[src/rtl/sram_access_ctrl_if.sv]
// Requester-side command/response bundle for sram_access_ctrl.
// master = requester, slave = controller.
interface sram_access_ctrl_if;
   logic        req_valid;
   logic        req_ready;
   logic        req_we;
   logic [14:0] req_addr;
   logic [31:0] req_wdata;
   logic        resp_valid;
   logic        resp_ready;
   logic [31:0] resp_rdata;

   modport master (
      output req_valid, req_we, req_addr, req_wdata, resp_ready,
      input  req_ready, resp_valid, resp_rdata
   );

   modport slave (
      input  req_valid, req_we, req_addr, req_wdata, resp_ready,
      output req_ready, resp_valid, resp_rdata
   );
endinterface

[src/rtl/sram_access_ctrl.sv]
// sram_access_ctrl: single-outstanding access controller that maps a narrow
// logical word (32 >> k bits) onto a 1k x 32 SRAM macro row/lane.
// Optional feature macro: CONF_LOCK_EN -- latch the width config at command
// acceptance instead of using the live conf input throughout.
module sram_access_ctrl (
   input  logic                clk,
   input  logic                rst_n,
   input  logic [2:0]          conf,
   sram_access_ctrl_if.slave   bus,
   output logic                sram_en,
   output logic                sram_we,
   output logic [9:0]          sram_addr,
   output logic [31:0]         sram_wmask,
   output logic [31:0]         sram_wdata,
   input  logic [31:0]         sram_rdata
);

   typedef enum logic [1:0] {IDLE, ACC, CAP, RESP} state_t;

   state_t      state, state_nx;
   logic        we_q;
   logic [4:0]  lane_q;
   logic [9:0]  row_q;
   logic [31:0] data_q;
   logic [31:0] rdata_q;

   // 110/111 alias to the full-width geometry
   logic [2:0]  k_live;
   logic [2:0]  k_use;
   assign k_live = (conf > 3'd5) ? 3'd0 : conf;

`ifdef CONF_LOCK_EN
   logic [2:0]  conf_q;
   assign k_use = conf_q;
`else
   assign k_use = k_live;
`endif

   // Lane/row split at acceptance: lane is the low k address bits, row the next 10
   logic [4:0]  lane_nx;
   logic [9:0]  row_nx;
   assign lane_nx = bus.req_addr[4:0] & ~(5'h1f << k_live);
   assign row_nx  = 10'(bus.req_addr >> k_live);

   // Geometry helpers: w_m1 = W-1, off = lane*W, base = W low ones
   logic [4:0]  w_m1;
   logic [4:0]  off;
   logic [31:0] base;
   logic [31:0] rep;
   logic [31:0] cap;
   assign w_m1 = 5'd31 >> k_use;
   assign off  = lane_q << (3'd5 - k_use);
   assign base = 32'hffff_ffff >> (~w_m1);
   assign cap  = (sram_rdata >> off) & base;

   // Replicate the low W bits of the write data across all 32 bits
   always_comb begin
      rep = '0;
      for (int i = 0; i < 32; i++) begin
         rep[i] = data_q[5'(i) & w_m1];
      end
   end

   // State and command/response registers
   always_ff @(posedge clk) begin
      if (!rst_n) begin
         state   <= IDLE;
         we_q    <= 1'b0;
         lane_q  <= '0;
         row_q   <= '0;
         data_q  <= '0;
         rdata_q <= '0;
`ifdef CONF_LOCK_EN
         conf_q  <= '0;
`endif
      end else begin
         state <= state_nx;
         case (state)
            IDLE: if (bus.req_valid) begin
               we_q    <= bus.req_we;
               lane_q  <= lane_nx;
               row_q   <= row_nx;
               data_q  <= bus.req_wdata;
               rdata_q <= '0;
`ifdef CONF_LOCK_EN
               conf_q  <= k_live;
`endif
            end
            CAP: rdata_q <= cap;
            default: ;
         endcase
      end
   end

   // Next-state and output decode
   always_comb begin
      state_nx       = state;
      bus.req_ready  = 1'b0;
      bus.resp_valid = 1'b0;
      bus.resp_rdata = '0;
      sram_en        = 1'b0;
      sram_we        = 1'b0;
      sram_addr      = '0;
      sram_wmask     = '0;
      sram_wdata     = '0;
      case (state)
         IDLE: begin
            bus.req_ready = rst_n;
            if (bus.req_valid) state_nx = ACC;
         end
         ACC: begin
            sram_en   = 1'b1;
            sram_we   = we_q;
            sram_addr = row_q;
            if (we_q) begin
               sram_wmask = base << off;
               sram_wdata = rep;
            end
            state_nx = we_q ? RESP : CAP;
         end
         CAP: state_nx = RESP;
         RESP: begin
            bus.resp_valid = 1'b1;
            bus.resp_rdata = rdata_q;
            if (bus.resp_ready) state_nx = IDLE;
         end
         default: state_nx = IDLE;
      endcase
   end

endmodule

[src/flat_wrapper.sv]
// flat-port wrapper written by rule: the top's interface ports become plain ports
module sram_access_ctrl_flat 
  (clk, rst_n, conf, sram_en, sram_we, sram_addr, sram_wmask, sram_wdata, sram_rdata, bus_req_valid, bus_req_we, bus_req_addr, bus_req_wdata, bus_resp_ready, bus_req_ready, bus_resp_valid, bus_resp_rdata);
  sram_access_ctrl_if bus_i ();
  input  logic clk;
  input  logic rst_n;
  input  logic [2:0] conf;
  output logic sram_en;
  output logic sram_we;
  output logic [9:0] sram_addr;
  output logic [31:0] sram_wmask;
  output logic [31:0] sram_wdata;
  input  logic [31:0] sram_rdata;
  input wire logic [$bits(bus_i.req_valid)-1:0] bus_req_valid;
  input wire logic [$bits(bus_i.req_we)-1:0] bus_req_we;
  input wire logic [$bits(bus_i.req_addr)-1:0] bus_req_addr;
  input wire logic [$bits(bus_i.req_wdata)-1:0] bus_req_wdata;
  input wire logic [$bits(bus_i.resp_ready)-1:0] bus_resp_ready;
  output wire logic [$bits(bus_i.req_ready)-1:0] bus_req_ready;
  output wire logic [$bits(bus_i.resp_valid)-1:0] bus_resp_valid;
  output wire logic [$bits(bus_i.resp_rdata)-1:0] bus_resp_rdata;
  assign bus_i.req_valid = bus_req_valid;
  assign bus_i.req_we = bus_req_we;
  assign bus_i.req_addr = bus_req_addr;
  assign bus_i.req_wdata = bus_req_wdata;
  assign bus_i.resp_ready = bus_resp_ready;
  assign bus_req_ready = bus_i.req_ready;
  assign bus_resp_valid = bus_i.resp_valid;
  assign bus_resp_rdata = bus_i.resp_rdata;
  sram_access_ctrl u_core (.clk(clk), .rst_n(rst_n), .conf(conf), .bus(bus_i), .sram_en(sram_en), .sram_we(sram_we), .sram_addr(sram_addr), .sram_wmask(sram_wmask), .sram_wdata(sram_wdata), .sram_rdata(sram_rdata));
endmodule
[config.mk]
export PLATFORM = sky130hd
export DESIGN_NAME = sram_access_ctrl_flat
export DESIGN_NICKNAME = d
export VERILOG_FILES = /design/src/rtl/sram_access_ctrl_if.sv /design/src/rtl/sram_access_ctrl.sv /design/src/flat_wrapper.sv
export SDC_FILE = /design/constraint.sdc
export NUM_CORES = 1
export LEC_CHECK = 0
export CAP_MARGIN = 20
export CORE_MARGIN = 2
export CORE_UTILIZATION = 66
export DETAILED_ROUTE_END_ITERATION = 8
export DONT_BUFFER_PORTS = 1
export HOLD_SLACK_MARGIN = 0.08
export PLACE_DENSITY = 0.82
export SLEW_MARGIN = 20
export SYNTH_ARGS = -nofsm -noshare
export SYNTH_HDL_FRONTEND = slang
export SYNTH_SLANG_ARGS = --single-unit
[constraint.sdc]
create_clock -name clk -period 5.4 [get_ports clk]
set_input_delay 0.81 -clock clk [delete_from_list [all_inputs] [get_ports clk]]
set_output_delay 0.81 -clock clk [all_outputs]
set_load 0.005 [all_outputs]
==> results.md, run 1 <==
- Min-delay worst type: flop to flop
- Post-synth top area share: a little under a quarter
- Post-synth top area cell: dfxtp_1
- Maximum vdd drop: 0.2781 mV
- Crit-path max cell delay: 700 ps
- Crit start category: input pin
- Die X: 107.8 µm
- Synth top cells by count: 171 x nand2_1, 88 x a21oi_1, 82 x dfxtp_1, 82 x mux2i_1, 75 x nor2_1
- Slew HR: 40.07%
- DR vias: roughly 7700
- Crit-path slowest cell: ha_2
- CTS root buf: clkbuf_8
- First-pass GRT wire length: 37630 µm
- Final Wtd Congestion: 0.9934
- # H-tree levels: 3
- Vias in the first global route: about 7000
- # clock sinks: between 80 and 90
- Yosys cell types: 77
- Hold WS: 455.1 ps
- Final Critical Period: 5116 ps
- Dpl hpwl: 17640 µm
- Share of cells above drive strength 1: 8.097%
- WL/cell: roughly 22 µm
- Clk_skew: 16.39 ps
- Post-synth EDFFs: 0
- Number of max-cap violations: 0
- Core ar.: 10420 µm²
- PortBufs: 0
- Cell with the most instances after synthesis: nand2_1
- Final cell count without fillers: 1087
- Fraction of the yosys area taken by sequential cells: 23.07%
- Resized cells post-CTS: 0
- Worst path cell trace: nor2b_1 > inv_2 > ha_2 > o211ai_2 > nand2_1 > buf_4 > and3_1 > o21ai_0 > a221o_1 > a21oi_1
- Final core occ: 69.98%
- Antenna viol nets, final: 0
- Final Hold Viols: 0
- Layout fillers: 945
- Hold_buf cts: 0
- Fin Setup TNS: 0 ps
- CTS tree: done
- GRT Total Usage: 41.22%
- Max clock buf depth: 2
- Initial antenna violation count: 1
- Fin nets: 1038
- RSZ-0062 raised after global routing: no
- Critical path required time: 4590 ps
- Synth Flop Type: dfxtp_1
- Top post-synthesis cells by area: dfxtp_1 23%, mux2i_1 12%, nand2_1 9.0%, a21oi_1 6.2%, and2_1 4.9%
- Crit end category: output pin
- Crit Path Category: input pin to output pin
- Worst Path Arrival: about 4300 ps
- Final setup fails: 0
- Cells after DPL: around 1100
- DRC: 0
- Clock Latency Late Sink: roughly 400 ps
- Asr flop ratio synth: 0%
- First DRT Iteration DRCs: 995
- ANT cells: 0
- Synth warn: 0
- Crit-path max FO: 21
- FMAX: 0.1955 GHz
- Cell Pwr Density: about 270 nW/µm²
- Via density: 7.111
- Largest net degree at the start of global routing: 67
- Period utilization: 94.74%
- Max Slew Vio Count: 0
- Post-synthesis instance area: between 7000 and 8000 µm²
- Status: completed
- DR pass1 iterations: 6
- Syn Area/Cell: 7.144 µm²
- Initial Util: about 68%
- Net count after synthesis: ~1100
- LEAKAGE: between 3 and 4 nW
- Worst slew pin tran: 898.9 ps
- Die ar.: 11630 µm²
- Site row count: 37
- CTS Buf Count: 9
- Ports: 197
- Post-CTS Repair Setup Buffers: 0
- Final wirelength: 24460 µm
- Synth Register Bits: 82
- Clock slew at reported path FFs: 80 ps
- Mapped Cells: 996
- Grt ovf: 0
- Die H: 107.8 µm
- Synthesis-to-layout area growth: 2.444%
placed cells by master, fill, tap and decap left out, drive strengths merged, types with 4 or more instances in the layout:
cell / n
a31o: 4
dfxtp: 82
or3: 6
mux4: 4
nand3b: 5
clkbuf: 10
nand2b: 9
a21boi: 7
a21oi: 88
inv: 20
a21o: 4
o21a: 9
and2: 56
ha: 5
o31ai: 8
nor2b: 6
a2bb2oi: 4
a211oi: 22
nand2: 172
o211ai: 21
a221o: 4
o32ai: 4
nor4: 4
nor3: 21
o221ai: 4
nor2: 75
a211o: 5
nand3: 35
mux2: 8
and3: 16
buf: 30
a311oi: 9
nand4: 4
a31oi: 10
mux2i: 82
a22oi: 9
o21ai: 46
per-layer routing:
| layer | vias up | part of all wire [%] | GRT usage (%) | wire length [µm] |
|---|---|---|---|---|
| met4 | 0 | 4.7 | 19.51 | 1161 |
| met2 | 480 | 49 | 69.99 | 11870 |
| li1 | 3507 | - | - | - |
| met1 | 3639 | 37 | 48.69 | 9125 |
| met5 | - | 0 | 0 | 0 |
| met3 | 104 | 9.4 | 9.927 | 2297 |
critical path: cells and delay by family:
family                   cells  cell delay, ps
AND/OR/NAND/NOR              3            1110
adder cells (fa/ha/maj)      1             700
AO/OA/AOI/OAI                4            1190
buffers and inverters        2             480
logic make-up (layout without fill, tap and decap cells):
kind of cell,after synthesis,after routing,share of synthesized area (%)
adder cells (fa/ha/maj),5,5,0.8792
multiplexers,94,94,14.12
flip-flops,82,82,23.07
AO/OA/AOI/OAI,285,285,27.03
AND/OR/NAND/NOR,423,423,28.21
buffers and inverters,107,62,6.699
path summary, 6_finish.rpt:
kind / start / end / slack, ps / cells after the start
worst max-delay path: conf[1] / sram_wmask[18] / 280 / 10
worst min-delay path: u_core.data_q[6]$_SDFFE_PN0P_ / u_core.data_q[6]$_SDFFE_PN0P_ / 460 / 2
worst max register to register: u_core.lane_q[1]$_SDFFE_PN0P_ / u_core.rdata_q[0]$_SDFFE_PN0P_ / 2210 / 8
worst min register to register: u_core.data_q[6]$_SDFFE_PN0P_ / u_core.data_q[6]$_SDFFE_PN0P_ / 460 / 2
report_power, final:
| part | internal (mW) | total (mW) | leakage (nW) | switching (mW) |
|---|---|---|---|---|
| Combinational | 0.256 | 0.793 | 2.31 | 0.537 |
| Clock | 0.173 | 0.436 | 0.0881 | 0.263 |
| Sequential | 0.698 | 0.770 | 0.669 | 0.0723 |
sequential cells by signal, indices dropped and copies added, names as in the netlist:
register / cells
u_core.data_q: 32
u_core.rdata_q: 32
u_core.row_q: 10
u_core.lane_q: 5
u_core.state: 2
u_core.we_q: 1
stage by stage:
| step | area (µm²) | power [mW] | worst slack [ps] |
|---|---|---|---|
| floorplan | 7116 | 1.346 | 819.1 |
| global placement | 7114 | 1.506 | 563.3 |
| detailed placement | 7114 | 1.543 | 429.7 |
| CTS | 7289 | 1.970 | 412.8 |
| global route | 7289 | 2.094 | 6.741 |
| finish | 7289 | 1.999 | 283.8 |
area by class of cell:
class	count	area, µm²	share of cell area [%]
inverters	16	60.06	0.8239
flip-flops and latches	82	1642	22.52
multi-input cells	807	5017	68.83
clock buffers	10	127.6	1.751
well taps	136	170.2	2.334
clock inverters	6	47.55	0.6522
repair buffers	30	225.2	3.090
Note: power is estimated with default switching activity, not from simulation.
==> run 2: changes to the inputs <==
- SLEW_MARGIN: 20 -> 5
==> results of run 2 <==
No change in the layout: final DEF, timing and power equal those of run 1.
==> run 3: changes to the inputs <==
- CTS_CLUSTER_SIZE: unset -> 12
==> results of run 3 <==
No change in the layout: final DEF, timing and power equal those of run 1.
